$ cat config.mk
export PLATFORM = sky130hd
export DESIGN_NAME = instr_fetch_unit
export DESIGN_NICKNAME = d
export VERILOG_FILES = /design/src/rtl/instr_fetch_unit.sv
export SDC_FILE = /design/constraint.sdc
export NUM_CORES = 2
export LEC_CHECK = 0
export BUFFER_PORTS_ARGS = -buffer_cell sky130_fd_sc_hd__buf_4
export CORE_MARGIN = 2
export CORE_UTILIZATION = 65
export DETAILED_ROUTE_END_ITERATION = 8
export GPL_ROUTABILITY_DRIVEN = 0
export MAX_ROUTING_LAYER = met4
export PLACE_DENSITY = 0.82
export SLEW_MARGIN = 25
export SYNTH_ARGS = -nofsm -noshare
export SYNTH_HDL_FRONTEND = slang
export SYNTH_SLANG_ARGS = --single-unit
$ cat constraint.sdc
create_clock -name clk -period 18.4 [get_ports clk]
set_input_delay 0.92 -clock clk [delete_from_list [all_inputs] [get_ports clk]]
set_output_delay 0.92 -clock clk [all_outputs]
set_load 0.05 [all_outputs]
$ cat src/rtl/instr_fetch_unit.sv
// Instruction fetch: 64-bit PC, writable sync-read IMEM, small output FIFO with valid/ready.
// Latency: fetch_en seen at edge N -> IMEM read at N+1 -> instr_valid after N+2; 1 instr/cycle steady.
// Backpressure: issue throttled so FIFO occupancy (after this cycle's pop) + in-flight < BUF_DEPTH.
module instr_fetch_unit #(
  parameter int unsigned IMEM_DEPTH = 64,
  parameter logic [63:0] RESET_PC   = 64'd0,
  parameter int unsigned BUF_DEPTH  = 2
) (
  input  logic                          clk,
  input  logic                          rst,
  input  logic                          fetch_en,
  input  logic                          imem_we,
  input  logic [$clog2(IMEM_DEPTH)-1:0] imem_waddr,
  input  logic [31:0]                   imem_wdata,
  input  logic                          redirect_valid,
  input  logic [63:0]                   redirect_pc,
  input  logic                          instr_ready,
  output logic                          instr_valid,
  output logic [31:0]                   instr,
  output logic [63:0]                   instr_pc,
  output logic                          fetch_err
);

  localparam int AW = $clog2(IMEM_DEPTH);
  localparam int PW = $clog2(BUF_DEPTH);
  localparam int CW = $clog2(BUF_DEPTH + 1);
  localparam logic [63:0] IMEM_BYTES = 64'(4 * IMEM_DEPTH);

  typedef enum logic [1:0] {IDLE, FETCH, ERR} state_t;

  state_t        state;
  logic [63:0]   pc;
  logic          inflight;
  logic [63:0]   inflight_pc;
  logic [31:0]   rd_data;
  logic [31:0]   mem [IMEM_DEPTH];

  logic [31:0]   fifo_instr [BUF_DEPTH];
  logic [63:0]   fifo_pc    [BUF_DEPTH];
  logic [PW-1:0] rd_ptr, wr_ptr;
  logic [CW-1:0] count;
  logic [31:0]   hold_instr;
  logic [63:0]   hold_pc;

  logic          flush, pop, push, attempt, bad_pc, issue, fault;
  logic [CW:0]   occ_next;

  // Redirect outside IDLE flushes the buffer and the in-flight read; in IDLE it only moves pc.
  assign flush    = redirect_valid && (state != IDLE);
  assign instr_valid = (count != '0);
  assign pop      = instr_valid && instr_ready && !flush;
  assign push     = inflight && !flush;
  // Occupancy once this cycle's pop and landing read are accounted for.
  assign occ_next = {1'b0, count} - (CW+1)'(pop) + (CW+1)'(inflight);
  assign attempt  = (state == FETCH) && fetch_en && !redirect_valid &&
                    (occ_next < (CW+1)'(BUF_DEPTH));
  assign bad_pc   = (pc[1:0] != 2'b00) || (pc >= IMEM_BYTES);
  assign issue    = attempt && !bad_pc;
  assign fault    = attempt && bad_pc;

  // Head is shown while valid; when empty the last displayed word/PC is held.
  assign instr    = instr_valid ? fifo_instr[rd_ptr] : hold_instr;
  assign instr_pc = instr_valid ? fifo_pc[rd_ptr]    : hold_pc;

  // IMEM write port and synchronous read on issue; NBA ordering gives read-old-data on collision.
  always_ff @(posedge clk) begin
    if (imem_we) mem[imem_waddr] <= imem_wdata;
    if (issue)   rd_data <= mem[pc[AW+1:2]];
  end

  // Fetch FSM, PC sequencing, in-flight tracking and sticky fault flag.
  always_ff @(posedge clk or posedge rst) begin
    if (rst) begin
      state       <= IDLE;
      pc          <= RESET_PC;
      inflight    <= 1'b0;
      inflight_pc <= '0;
      fetch_err   <= 1'b0;
    end else begin
      inflight <= issue;
      if (issue) begin
        inflight_pc <= pc;
        pc          <= pc + 64'd4;
      end
      case (state)
        IDLE:    if (fetch_en) state <= FETCH;
        FETCH: begin
          if (fault) begin
            state     <= ERR;
            fetch_err <= 1'b1;
          end else if (!fetch_en) begin
            state <= IDLE;
          end
        end
        default: ;
      endcase
      if (redirect_valid) begin
        pc <= redirect_pc;
        if (state == IDLE) begin
          state <= IDLE;
        end else begin
          state     <= FETCH;
          fetch_err <= 1'b0;
        end
      end
    end
  end

  // Output FIFO: push landing read data, pop on handshake, flush on redirect.
  always_ff @(posedge clk or posedge rst) begin
    if (rst) begin
      rd_ptr     <= '0;
      wr_ptr     <= '0;
      count      <= '0;
      hold_instr <= '0;
      hold_pc    <= '0;
      for (int i = 0; i < int'(BUF_DEPTH); i++) begin
        fifo_instr[i] <= '0;
        fifo_pc[i]    <= '0;
      end
    end else begin
      if (instr_valid) begin
        hold_instr <= fifo_instr[rd_ptr];
        hold_pc    <= fifo_pc[rd_ptr];
      end
      if (flush) begin
        rd_ptr <= '0;
        wr_ptr <= '0;
        count  <= '0;
      end else begin
        if (push) begin
          fifo_instr[wr_ptr] <= rd_data;
          fifo_pc[wr_ptr]    <= inflight_pc;
          wr_ptr <= (wr_ptr == PW'(BUF_DEPTH - 1)) ? '0 : wr_ptr + 1'b1;
        end
        if (pop) rd_ptr <= (rd_ptr == PW'(BUF_DEPTH - 1)) ? '0 : rd_ptr + 1'b1;
        count <= count + CW'(push) - CW'(pop);
      end
    end
  end

endmodule
==> impl_metrics.prom <==
# TYPE chip_impl_metric gauge
chip_impl_metric{name="detailedPlace.worstSlack",unit="ps"} 12800
chip_impl_metric{name="grt_antenna_before_repair",unit=""} 16
chip_impl_metric{name="number_of_global_route_vias_before_repair",unit=""} 51800
chip_impl_metric{name="layout_setup_ws",unit="ps"} 12690
chip_impl_metric{name="finalSetupTns",unit="ps"} 0
chip_impl_metric{name="ir_worst_vdd",unit="uV"} 138
chip_impl_metric{name="largest_driver_fanout_on_the_critical_path",unit=""} 113
chip_impl_metric{name="finalHoldViolations",unit=""} 0
chip_impl_metric{name="p_leak",unit="nW"} 36.6
chip_impl_metric{name="worst_slew_pin_slew",unit="ps"} 1200
chip_impl_metric{name="antenna_left",unit=""} 0
chip_impl_metric{name="htreeDepth",unit=""} 4
chip_impl_metric{name="cellPowerDensity",unit="mW/mm^2"} 110
chip_impl_info{name="grt_setup_unrepaired",value="false"} 1
chip_impl_metric{name="cts_hold_buf",unit=""} 0
chip_impl_metric{name="grt.overflow.total",unit=""} 0
chip_impl_metric{name="initialDrtViolationCount",unit=""} 7673
chip_impl_info{name="endpoint_kind",value="flip-flop"} 1
chip_impl_info{name="timing_worst_setup_path_type",value="flip-flop to flip-flop"} 1
chip_impl_metric{name="netlist_instances",unit=""} 4618
chip_impl_metric{name="port-buffer-count",unit=""} 205
chip_impl_metric{name="fmax",unit="MHz"} 175
chip_impl_metric{name="post-dp-hpwl",unit="microns"} 130000
chip_impl_metric{name="worst_skew_pair.late_latency",unit="ps"} 870
chip_impl_info{name="cts_tree",value="built"} 1
chip_impl_metric{name="final_cells",unit=""} 7060
chip_impl_metric{name="number_of_flops_mapped_to_enable_cells_by_yosys",unit=""} 2080
chip_impl_metric{name="cts.reportedPaths.clkPinSlew",unit="ps"} 70
chip_impl_metric{name="share_of_synthesized_flip_flops_with_an_asynchronous_set_or_reset",unit="%"} 16.9
chip_impl_metric{name="number_of_buffers_inserted_during_clock_tree_synthesis",unit=""} 228
chip_impl_metric{name="route.vias.total",unit=""} 50700
chip_impl_metric{name="layout.filler_cells",unit=""} 7539
chip_impl_metric{name="finClkSkew",unit="ps"} 65.4
chip_impl_metric{name="synth-seq-area-share",unit="%"} 77.0
chip_impl_metric{name="placed_area",unit="sq mm"} 0.0991
chip_impl_metric{name="numPlacedInstances",unit=""} 6607
chip_impl_metric{name="grt_first_pass_wirelength",unit="microns"} 369000
chip_impl_metric{name="fin_crit",unit="ps"} 5710
chip_impl_metric{name="routed_via_density",unit=""} 7.18
chip_impl_metric{name="post-layout-total-power",unit="mW"} 11.7
chip_impl_info{name="hold_path.class",value="primary input to async pin"} 1
chip_impl_metric{name="netlist_area",unit="sq mm"} 0.0949
chip_impl_metric{name="netlist-cell-type-count",unit=""} 49
chip_impl_info{name="postSynth.topFlopCell",value="edfxtp_1"} 1
chip_impl_metric{name="grt_start_max_net_pins",unit=""} 176
chip_impl_metric{name="rows",unit=""} 140
chip_impl_metric{name="die_x_extent",unit="microns"} 386
chip_impl_metric{name="drive_above_1_share",unit="%"} 28.7
chip_impl_info{name="result_of_the_run",value="finished clean"} 1
chip_impl_metric{name="drt-wirelength-per-cell",unit="microns"} 36.8
chip_impl_metric{name="track_usage",unit="%"} 36.5
chip_impl_info{name="critical_path.reg2reg.endpoint",value="rd_data[4]$_DFFE_PP_"} 1
chip_impl_metric{name="drt_pass1_iterations",unit=""} 6
chip_impl_metric{name="setup.reg_to_reg.worst_slack",unit="ps"} 12690
chip_impl_metric{name="fin_nets",unit=""} 5035
chip_impl_metric{name="postCtsSetupBuffers",unit=""} 0
chip_impl_metric{name="cap_violations",unit=""} 0
chip_impl_metric{name="area_growth_syn_to_layout",unit="%"} 12.3
chip_impl_metric{name="post_cts_resized",unit=""} 0
chip_impl_metric{name="die_height",unit="microns"} 386
chip_impl_metric{name="average_instance_area_after_synthesis",unit="sq um"} 20.5
chip_impl_info{name="cts.root.buffer_cell",value="clkbuf_16"} 1
chip_impl_metric{name="design.portCount",unit=""} 206
chip_impl_metric{name="final_max_slew_viol_count",unit=""} 0
chip_impl_metric{name="worst_ep_arrival_time",unit="ps"} 6430
chip_impl_info{name="worstReg2RegStart",value="pc[2]$_DFFE_PP0P_"} 1
chip_impl_metric{name="die_area",unit="sq mm"} 0.149
chip_impl_metric{name="period_share",unit="%"} 31.1
chip_impl_metric{name="worstRegToRegCells",unit=""} 8
chip_impl_metric{name="syn-num-nets",unit=""} 4732
chip_impl_metric{name="fin_worst_hold_slack",unit="ps"} 233
chip_impl_metric{name="initial_utilization",unit="%"} 65.3
chip_impl_metric{name="synthesis.yosys.warnings",unit=""} 0
chip_impl_metric{name="cts_sink_cnt",unit=""} 2504
chip_impl_metric{name="core_area",unit="sq mm"} 0.145
chip_impl_metric{name="remaining_drc_errors",unit=""} 0
chip_impl_metric{name="worst_slew_margin_rel",unit="%"} 19.2
chip_impl_metric{name="wl",unit="microns"} 260000
chip_impl_metric{name="cts.path.max_buffers",unit=""} 3
chip_impl_metric{name="synth-seq-cells",unit=""} 2504
chip_impl_metric{name="final_core_utilization",unit="%"} 73.4
chip_impl_info{name="critical_path_launch_point_type",value="flip-flop"} 1
chip_impl_metric{name="finalInstanceArea",unit="sq mm"} 0.107
chip_impl_metric{name="worst_ep_required_time",unit="ps"} 19120
chip_impl_metric{name="setup_violators_final",unit=""} 0
[cell families after synthesis]
group                    synth area share, %
adder cells (fa/ha/maj)               0.0870
flip-flops                              77.0
AND/OR/NAND/NOR                         2.21
AO/OA/AOI/OAI                           3.17
buffers and inverters                   1.44
XOR/XNOR                              0.0554
multiplexers                            16.0
[layer usage]
| layer | vias up | global-route usage (%) | share of wire, % |
|---|---|---|---|
| met5 | - | - | 0 |
| met4 | 0 | 17.3 | 5.5 |
| met3 | 865 | 10.1 | 14 |
| met2 | 4504 | 56.1 | 48 |
| met1 | 25800 | 45.7 | 32 |
| li1 | 19500 | - | - |
[state kept, by name, indices dropped and copies added, names as in the netlist, 2 cells and up]
name         flops
state            2
inflight_pc     64
pc              64
fifo_pc        128
hold_pc         64
rd_data         32
fifo_instr      64
count            2
hold_instr      32
mem           2048
[cell type report]
cell class,instances,area (sq um),area share (%)
Antenna cell,26,65.1,0.0611
Clock buffer,302,6190,5.81
Clock inverter,124,1080,1.02
Inverter,8,37.5,0.0352
Multi-Input combinational cell,1833,21000,19.7
Sequential cell,2504,73100,68.6
Tap cell,1917,2400,2.25
Timing Repair Buffer,346,2650,2.49
[placed cells by master (no fill, tap or decap), types with 49 or more instances in the layout]
cell / n
edfxtp_1: 2080
mux4_2: 448
dfrtp_1: 418
buf_4: 341
mux2_2: 254
o22ai_1: 245
clkbuf_16: 233
mux2i_1: 224
nor2_1: 120
a21oi_1: 98
a211oi_1: 64
nor2_4: 64
and2_1: 61
clkbuf_1: 58
nor3_1: 49
[where the power goes]
group | switching (mW) | total (mW) | leakage, nW | internal (mW)
sequential | 0.0345 | 6.23 | 24.5 | 6.20
combinational | 0.535 | 0.828 | 8.57 | 0.293
clock | 2.10 | 4.66 | 3.57 | 2.56
total | 2.67 | 11.7 | 36.6 | 9.05
[Yosys cell counts (all sizes together) (5+ instances only)]
cell type / count / share of area (%)
edfxtp: 2080 / 66
mux4: 448 / 11
dfrtp: 424 / 11
mux2: 254 / 3.0
o22ai: 245 / 1.6
mux2i: 224 / 2.4
nor2: 184 / 0.73
buf: 137 / 0.87
clkbuf: 136 / 0.54
a21oi: 98 / 0.52
a211oi: 64 / 0.51
and2: 61 / 0.40
nor3: 56 / 0.30
nor4: 48 / 0.32
o22a: 32 / 0.30
nand2: 19 / 0.078
nand2b: 14 / 0.092
nand3: 14 / 0.074
inv: 8 / 0.032
nor2b: 8 / 0.053
o221ai: 8 / 0.074
or2: 8 / 0.053
o21ai: 7 / 0.041
ha: 5 / 0.066
nand4: 5 / 0.033
o311ai: 5 / 0.046
[critical path: stages, from the launching register on]
cell and delay, ps:
dfrtp_4 890, buf_12 720, buf_4 570, buf_4 760, buf_4 810, mux4_2 420, o22ai_1 110, nor4_1 820
o22a_1 260
[how the worst max path moves through the flow]
stage	start	to	slack, ps	cells after the start
detailed placement	pc[2]$_DFFE_PP0P_	rd_data[4]$_DFFE_PP_	12800	8
global placement	pc[2]$_DFFE_PP0P_	rd_data[4]$_DFFE_PP_	12820	8
finish	pc[2]$_DFFE_PP0P_	rd_data[4]$_DFFE_PP_	12690	8
global route	pc[2]$_DFFE_PP0P_	rd_data[5]$_DFFE_PP_	12380	8
CTS	pc[2]$_DFFE_PP0P_	rd_data[5]$_DFFE_PP_	12660	8
floorplan	rst	count[0]$_DFF_PP0_	5680	1
(Power assumes the default switching activity.)
